[config.mk]
export PLATFORM = sky130hd
export DESIGN_NAME = mul_32_seq
export DESIGN_NICKNAME = d
export VERILOG_FILES = /design/src/rtl/mul_32_seq_pkg.sv /design/src/rtl/mul_32_seq_add.sv /design/src/rtl/mul_32_seq.sv
export SDC_FILE = /design/constraint.sdc
export NUM_CORES = 1
export LEC_CHECK = 0
export ABC_CLOCK_PERIOD_IN_PS = 5300
export CAP_MARGIN = 15
export CORE_MARGIN = 8
export CORE_UTILIZATION = 55
export CTS_CLUSTER_DIAMETER = 40
export DETAILED_ROUTE_END_ITERATION = 10
export GPL_TIMING_DRIVEN = 0
export PLACE_DENSITY_LB_ADDON = 0.12
export REMOVE_ABC_BUFFERS = 1
export SETUP_SLACK_MARGIN = 0.05
export SYNTH_ARGS = -nofsm -noshare
export SYNTH_HDL_FRONTEND = slang
export SYNTH_SLANG_ARGS = --single-unit
[constraint.sdc]
create_clock -name clk -period 5.3 [get_ports clk]
set_clock_uncertainty 0.1 [all_clocks]
set_input_delay 1.59 -clock clk [delete_from_list [all_inputs] [get_ports clk]]
set_output_delay 1.59 -clock clk [all_outputs]
set_load 0.1 [all_outputs]
[src/rtl/mul_32_seq_pkg.sv]
// Shared definitions for the sequential shift-add multiplier.
package mul_32_seq_pkg;

    // Sequencer states, fixed 2-bit encoding
    typedef enum logic [1:0] {
        S_IDLE = 2'd0,
        S_RUN  = 2'd1,
        S_DONE = 2'd2
    } state_t;

    // One iteration per multiplier bit
    localparam int MUL_ITER = 32;
    localparam int CNT_W    = 5;

endpackage

[src/rtl/mul_32_seq_add.sv]
// Plain 32-bit adder used to form partial sums; it has no carry-out,
// so the caller recovers the carry from an unsigned compare.
module add_32 (
    input  logic [31:0] a,
    input  logic [31:0] b,
    output logic [31:0] c
);

    assign c = a + b;

endmodule

[src/rtl/mul_32_seq.sv]
// Multi-cycle unsigned 32x32->64 shift-add multiplier with start/busy/done.
// 32 iterations follow the accepting edge, then one finalize edge latches the
// product, raises done and drops busy (done at accept edge + 33).
// WIDTH must stay 32: the partial-sum adder is fixed at 32 bits.
module mul_32_seq
    import mul_32_seq_pkg::*;
#(
    parameter int WIDTH      = 32,
    parameter bit DONE_LEVEL = 1'b0
) (
    input  logic                 clk,
    input  logic                 rst,
    input  logic                 start,
    input  logic [WIDTH-1:0]     a,
    input  logic [WIDTH-1:0]     b,
    output logic                 busy,
    output logic                 done,
    output logic [2*WIDTH-1:0]   product
);

    state_t             state;
    logic [WIDTH-1:0]   mcand;
    logic [WIDTH-1:0]   hi;
    logic [WIDTH-1:0]   lo;
    logic [CNT_W-1:0]   count;
    logic [WIDTH-1:0]   addend;
    logic [WIDTH-1:0]   sum;
    logic               carry;

    // Add the multiplicand only when the current multiplier LSB is set
    assign addend = lo[0] ? mcand : '0;

    add_32 u_add (
        .a (hi),
        .b (addend),
        .c (sum)
    );

    // A wrapped sum is smaller than either operand, so this is the lost carry
    assign carry = (sum < hi);

    // Sequencer, accumulator shift and registered handshake outputs
    always_ff @(posedge clk) begin
        if (rst) begin
            state   <= S_IDLE;
            mcand   <= '0;
            hi      <= '0;
            lo      <= '0;
            count   <= '0;
            busy    <= 1'b0;
            done    <= 1'b0;
            product <= '0;
        end else begin
            case (state)
                S_IDLE: begin
                    done <= 1'b0;
                    if (start) begin
                        mcand <= a;
                        hi    <= '0;
                        lo    <= b;
                        count <= '0;
                        busy  <= 1'b1;
                        state <= S_RUN;
                    end
                end
                S_RUN: begin
                    // {hi,lo} <= {carry, sum, lo[31:1]}
                    hi    <= {carry, sum[WIDTH-1:1]};
                    lo    <= {sum[0], lo[WIDTH-1:1]};
                    count <= count + 1'b1;
                    if (count == CNT_W'(MUL_ITER - 1))
                        state <= S_DONE;
                end
                S_DONE: begin
                    if (busy) begin
                        // First cycle in DONE: publish the result
                        product <= {hi, lo};
                        done    <= 1'b1;
                        busy    <= 1'b0;
                        if (!DONE_LEVEL)
                            state <= S_IDLE;
                    end else if (start) begin
                        // Held-done mode: a new start goes straight to RUN
                        mcand <= a;
                        hi    <= '0;
                        lo    <= b;
                        count <= '0;
                        done  <= 1'b0;
                        busy  <= 1'b1;
                        state <= S_RUN;
                    end
                end
                default: state <= S_IDLE;
            endcase
        end
    end

endmodule

# Word level (Yosys, flattened, before mapping)
# Index checks and enable logic that the tools add are counted.
# totals
reg_bits,169
wordCells,50
output_inout_bits,66
in_bits,67
# op_classes
mux,24
magnitude_cmp,1
eq_ne,7
addsub,2
n_reduce_logical,8
# op_table
op,n
two-way mux 32 bit,7
case mux 32 bit (3 select lines),2
case mux 32 bit (2 select lines),1
adder 32 bit,1
< comparator 32 bit,1
case mux 5 bit (3 select lines),1
two-way mux 5 bit,2
AND reduction 2 bit,5
two-way mux 2 bit,3
"!= test 2 bit, second input constant",3
case mux 2 bit (3 select lines),1
"adder 5 x 1 -> 5 bit, second input constant",1
"equality test 5 bit, second input constant",1
two-way mux 1 bit,5
case mux 1 bit (2 select lines),2
"!= test 3 bit, second input constant",1
nonzero test 3 bit,1
"equality test 2 x 1 -> 1 bit, second input constant",1
"equality test 2 bit, second input constant",1
zero test 2 bit,1
nonzero test 2 bit,1

# Logic depth before layout (Yosys ltp)
# Gate-level depths: netlist of run 1.
# logic_depth
depth_word,4
mapped_depth,22
mapped_depth_nobuf,21

# Modules after synthesis
# From an unflattened synthesis of run 1, not the netlist that was laid out.
# hier_totals
cells_unflattened,1094
hier_area_um2,8841.0
# modules_own_cells
module,seq_area_each_um2,instances,cells_each,area_each_um2
mul_32_seq,3383.2,1,853,7096.8
add_32,0.0,1,241,1744.2

# Least setup slack after synthesis of run 1
# No wires, ideal clock.
# synth_path
path_type,register to register
startpoint,register lo[0]
endpoint,register hi[31]
synth_period_minus_slack_ps,3947
path_slack_ps,1353
t_required_ps,5084
n_path_buf,1
setup_ps,116
stages_incl_launch_ff,20
arrival_ps,3732
cell_sequence,dfxtp_1 -> clkbuf_1 -> and2_1 -> ha_1 -> inv_1 -> fa_1 -> nor2b_1 -> o21bai_1 -> a21oi_1 -> o21ai_0 -> o21a_1 -> o21ai_0 -> o21a_1 -> xor2_1 -> ha_1 -> nand2_1 -> nor3_1 -> nand3_1 -> a311o_1 -> and3_1
# synth_via
elab_chain_cells,4
# synth_rtl
item,line_no,rtl
"start, declared",mul_32_seq.sv:24,logic [WIDTH-1:0] lo;
"start signal, assigned",mul_32_seq.sv:69,"lo <= {sum[0], lo[WIDTH-1:1]};"
two-way mux 32 bit,mul_32_seq.sv:31,assign addend = lo[0] ? mcand : '0;
adder 32 bit,mul_32_seq_add.sv:9,assign c = a + b;
< comparator 32 bit,mul_32_seq.sv:40,assign carry = (sum < hi);
case mux 32 bit (3 select lines),mul_32_seq.sv:54,case (state)
"end signal, assigned",mul_32_seq.sv:68,"hi <= {carry, sum[WIDTH-1:1]};"
"end, declared",mul_32_seq.sv:23,logic [WIDTH-1:0] hi;
# Every way passes these cells.
# A chain may end at the register's enable or synchronous reset.

# Worst setup path after layout of run 1
# Same ends and word-level chain as after synthesis.

==> flow_metrics.tcl, run 1 <==
set metrics [dict create \
    status "finished, final reports clean" \
    wire_per_inst_um 15.12 \
    p_per_area_nw_per_um2 262.6 \
    syn2layout_area_growth_pct 23.59 \
    ys_seq_area_share_pct 38.60 \
    busiest_layer "met2" \
    synthTopCellsByArea "dfxtp_1 39%, nand2_1 12%, ha_1 9.3%" \
    hpwl_um 15330 \
    start_util_pct 55.79 \
    grt.met1_usage_pct 27.53 \
    coreArea_sq_um 15710 \
    yosys-mux-area-fraction_pct 0 \
    clkLatencyLatePin_ns 0.44 \
    worstSetupPathType "flip-flop to flip-flop" \
    crit_path_end_kind "flip-flop" \
    setup_viol 0 \
    critPathRequiredTime_ns 5.53 \
    rows 46 \
    die_w_um 142.2 \
    vias 7815 \
    synth_edf_count 0 \
    syn_area_sq_um 8766 \
    cp-start-kind "flip-flop" \
    die-area_sq_um 20230 \
    max-slew-margin-rel_pct 30.98 \
    ant_nets 0 \
    track_usage_pct 22.00 \
    synth_seq_cells 169 \
    num_io_pins 133 \
    drc 0 \
    worstMarginPinSlew_ns 1.032 \
    hp-class "flip-flop to flip-flop" \
    dr.pass1.iters 6 \
    synth-compound-area-share_pct 21.55 \
    netlist_top_cells_count "286 x nand2_1, 169 x dfxtp_1, 134 x a21oi_1, 68 x nor2_1, 65 x ha_1" \
    layout_min_cycle_time_ns 4.859 \
    utilization_pct 68.95 \
    grt_first_pass_wirelength_um 36530 \
    synth_xor_area_share_pct 3.297 \
    synth-simple-area-share_pct 22.02 \
    synthAdderAreaFrac_pct 9.506 \
    crit_fanout 34 \
    cap_violations 0 \
    maxSlewViolCount 0 \
    whs_ns 0.3498 \
    power_leakage_uw 0.004363 \
    routed_wl_um 21730 \
    cts.clk_slew.worst_paths_ns 0.07 \
    dieHeight_um 142.2 \
    first_global_vias 7618 \
    max_freq_ghz 0.2058 \
    netlist-cell-type-count 59 \
    yosysMostFrequentCell "nand2_1" \
    synth.avg_cell_area_sq_um 7.848 \
    gr-usage-met2_pct 36.82 \
    clockBufferDepth 2 \
    finalCritPeriodShare_pct 91.68 \
    async_flop_share_pct 0 \
    synth_cells 1117 \
    cts_root_buf "clkbuf_16" \
    synth_top_cell_by_area "dfxtp_1" \
    port_buffers 132 \
    synth-main-ff-cell "dfxtp_1" \
    cts_tree "done" \
    hold_violations 0 \
    nets 1341 \
    worst_ep_arrival_time_ns 5.09 \
    drive_gt1_share_pct 4.668 \
    overflow 0 \
    grtUsageMet3_pct 4.059 \
    num-fill-cells 1334 \
    drtIter0Drc 524 \
    via_per_inst 5.438 \
    yosys_warnings 0 \
    diodes 0 \
    antenna_found_initial 0 \
    synth_top_family_by_area "simple AND/OR/NAND/NOR gates" \
    cts_num_sinks 169 \
    rsz0062_at_grt "no" \
    h-tree-depth 4 \
    numCtsBuffers 17 \
    grt_max_degree 87 \
    finalWeightedCongestion 0.8913 \
    vdd_drop_max_mv 0.2303 \
    synth_top_area_share_pct 38.60 \
]
through the flow:
step                setup TNS [ns]  power (uW)  setup slack [ns]  std cells  cell area [sq um]
floorplan                        0        1542             1.226       1049               8479
global placement           -234.86        1675            -3.181       1397              10070
detailed placement        -0.08686        1688          -0.08686       1404              10250
CTS                              0        2859            0.2847       1436              10800
global route                     0        2959           0.09512       1437              10830
finish                           0        2845            0.4407       1437              10830
layout by cell type, fill, tap and decap left out, types with 3 or more instances in the layout:
cell and n:
xnor2_1 20, nand2_1 286, buf_16 3, xor2_1 13, o21ai_0 15, a22o_1 13, inv_1 41, nand3_1 9
a311oi_1 32, and3_1 7, nand2b_1 5, a211oi_1 4, o211ai_1 8, clkinv_4 4, ha_1 65, inv_6 5
a21o_2 3, a31oi_1 4, dfxtp_1 168, nand4_1 11, o21a_1 8, a21oi_1 133, clkdlybuf4s50_1 131, a21o_1 25
nor2b_1 9, nor2_1 67, o21bai_1 5, nor3_1 9, a22oi_1 16, o2111ai_1 3, buf_12 4, clkbuf_16 17
and2_1 32
worst max-delay path: stages (launching register included):
cell and delay (ns):
dfxtp_4 0.57, and2_1 0.21, ha_1 0.18, inv_1 0.06, fa_1 0.40, nor2b_1 0.19, o21bai_1 0.11, a21oi_1 0.29
o21ai_0 0.26, o21a_1 0.29, o21ai_0 0.50, o21a_1 0.25, xor2_1 0.09, ha_1 0.31, nand4_1 0.08, nor3_1 0.26
nand3_1 0.14, a311o_1 0.30, and3_1 0.16
registers in the layout, indices dropped and copies added, names as in the netlist:
name	count
hi	32
count	5
done	1
product	64
busy	1
state	2
lo	32
mcand	32
path summary, 6_finish.rpt:
| check | from | to | slack, ns | cells after the start |
|---|---|---|---|---|
| worst max-delay path | lo[0] | hi[31] | 0.44 | 18 |
| worst min-delay path | mcand[30] | mcand[30] | 0.35 | 2 |
| worst max register to register | lo[0] | hi[31] | 0.44 | 18 |
| worst min register to register | mcand[30] | mcand[30] | 0.35 | 2 |
cell type report:
class	instances	area [sq um]	area share, %
clock buffer	19	442.9	4.088
clock inverter	13	111.4	1.028
inverter	41	153.9	1.420
multi-input combinational	839	4972	45.89
sequential	169	3387	31.26
tap	216	270.3	2.495
timing repair buffer	140	1496	13.81
where the power goes:
group	internal [uW]	switching [uW]	leakage (uW)
Sequential	1310	38.2	0.00138
Combinational	142	171	0.00271
Clock	627	553	0.000277
what timing repair did:
action,CTS,global route
setup buffers,0,0
endpoints found under the hold margin,0,0
hold buffers,0,0
setup endpoints to repair,1,1
resized for setup,1,1
per-layer routing:
layer,wire (um),vias to the layer above
met5,0,-
met3,1024,31
li1,-,4021
met1,9966,3599
met4,410,0
met2,10330,164
cell families after synthesis:
kind of cell               after synthesis
AOI/OAI and AO/OA                      288
xor gates and xnor gates                33
adders and majority gates               66
buffers and inverters                  109
DFF                                    169
and+or+nand+nor                        452
Power figures use the tool's default switching activity.
==> inputs of run 2 (changes only) <==
- CTS_CLUSTER_SIZE: default -> 16
- REMOVE_ABC_BUFFERS: 1 -> default
==> run 2 against run 1 <==
- final area rose by 1.1%
- wire length grew 15%
- count of clock-buffer cells in the layout unchanged
- clock power grew 8%
- setup slack worse by 0.12 ns
- hold slack about the same
- non-clock buffer count rose by 60
- die area did not move
- power increased by 3.9%
- via count is 6.7% higher
==> flow_metrics.tcl, run 2 (synthesis gave the netlist of run 1 again) <==
set metrics [dict create \
    rsz0062_at_grt "no" \
    regArea_sq_um 3383 \
    cts_num_sinks 169 \
    syn2layout_area_growth_pct 25.01 \
    cp_slowest_cell "dfxtp_1" \
    critPathMaxStageDelay_ns 0.50 \
    final_common_cell "nand2_1" \
    final_cells 1496 \
    worstSetupPathType "flip-flop to flip-flop" \
    cap_violations 0 \
    dieHeight_um 142.2 \
    critPathBufInv 2 \
    critPathRequiredTime_ns 5.53 \
    grt_first_pass_wirelength_um 40680 \
    layout_min_cycle_time_ns 4.979 \
    vias 8342 \
    setup_viol 0 \
    hpwl_um 18530 \
    p_per_area_nw_per_um2 269.9 \
    post_cts_buffers 0 \
    num-fill-cells 1357 \
    power_leakage_uw 0.004399 \
    vdd_drop_max_mv 0.2386 \
    coreArea_sq_um 15710 \
    worst_ep_arrival_time_ns 5.21 \
    routed_wl_um 25080 \
    rows 46 \
    dp.cells 1465 \
    top_register "product" \
    wire_per_inst_um 16.77 \
    ant_nets 0 \
    hp-class "flip-flop to flip-flop" \
    synth_nets 1250 \
    via_per_inst 5.576 \
    multi_input_area_sq_um 4942 \
    fin_setup_tns_ns 0 \
    clockBufferDepth 2 \
    first_global_vias 8036 \
    utilization_pct 69.74 \
    nets 1401 \
    drtIter0Drc 684 \
    cp-start-kind "flip-flop" \
    grt_max_degree 17 \
    dr.pass1.iters 5 \
    h-tree-depth 4 \
    max-slew-margin-rel_pct 29.80 \
    port_buffers 132 \
    final_cell_mix "286 x nand2_1, 169 x dfxtp_1, 134 x a21oi_1" \
    drc 0 \
    crit_path_end_kind "flip-flop" \
    cts.clk_slew.worst_paths_ns 0.07 \
    cts_tree "done" \
    crit_fanout 10 \
    worstMarginPinSlew_ns 1.050 \
    die_w_um 142.2 \
    num_io_pins 133 \
    cts_root_buf "clkbuf_16" \
    maxSlewViolCount 0 \
    numCtsBuffers 17 \
    antenna_found_initial 0 \
    max_freq_ghz 0.2008 \
    finalCritPeriodShare_pct 93.95 \
    cp_top_family "compound AO/OA/AOI/OAI gates" \
    die-area_sq_um 20230 \
    finalWeightedCongestion 0.9691 \
    diodes 0 \
    drive_gt1_share_pct 3.672 \
    status "finished, final reports clean" \
    hold_violations 0 \
    overflow 0 \
    track_usage_pct 25.16 \
    clkLatencyLatePin_ns 0.43 \
    largest_reg_flops 64 \
    worstPathCellList "clkbuf_2, and2_1, ha_1, inv_1, fa_1, nor2b_1, o21bai_1, a21oi_1, o21ai_0, o21a_1, o21ai_1, o21a_1, xor2_1, ha_1, nand4_1, nor3_1, nand3_1, a311o_1, and3_1" \
    start_util_pct 55.79 \
]
-- run 2: final cells by class --
class,count,area share (%)
Tap cell,216,2.466
Buffer,68,2.626
Clock buffer,19,4.042
Timing Repair Buffer,132,12.06
Clock inverter,12,1.427
Inverter,41,1.404
Multi-Input combinational cell,839,45.10
Sequential cell,169,30.87
-- run 2: per-layer routing --
metal,part of all wire [%],global-route usage [%]
met5,0,0
met1,45,33.43
met3,6.7,4.093
met2,46,40.45
met4,2.4,8.705
-- run 2: timing repair --
item / CTS / global route
gates resized for setup: 1 / 2
hold buffers: 0 / 0
endpoints found under the setup margin: 1 / 1
cloned: 0 / 0
endpoints found under the hold margin: 0 / 0
-- run 2: final timing paths --
path               end  cells after the start  slack, ns       from
min          mcand[11]                      2       0.35  mcand[11]
max reg2reg     hi[31]                     19       0.32      lo[0]
max             hi[31]                     19       0.32      lo[0]
min reg2reg  mcand[11]                      2       0.35  mcand[11]
-- run 2: worst reg2reg max path, stage by stage, from the launching register on --
cell and delay (ns):
dfxtp_1 0.50, clkbuf_2 0.35, and2_1 0.21, ha_1 0.19
inv_1 0.06, fa_1 0.41, nor2b_1 0.17, o21bai_1 0.10
a21oi_1 0.28, o21ai_0 0.25, o21a_1 0.31, o21ai_1 0.37
o21a_1 0.23, xor2_1 0.08, ha_1 0.31, nand4_1 0.11
nor3_1 0.28, nand3_1 0.14, a311o_1 0.28, and3_1 0.16
-- run 2: power breakdown --
group	internal, uW	total (uW)	switching [uW]
Sequential	1310	1350	32.3
Combinational	137	332	195
Clock	721	1280	558
-- run 2: stage by stage --
| step | setup slack, ns | cell area [sq um] | power [uW] | hold WS (ns) |
|---|---|---|---|---|
| 6_report | 0.3206 | 10960 | 2957 | 0.3502 |
| 3_3_place_gp | 0.2043 | 10360 | 1693 | 0.3380 |
| 5_1_grt | 0.05468 | 10960 | 3065 | 0.3699 |
| 2_1_floorplan | 1.353 | 8766 | 1566 | 0.3317 |
| 3_5_place_dp | 0.09738 | 10360 | 1700 | 0.3429 |
| 4_1_cts | 0.2632 | 10960 | 2965 | 0.3517 |
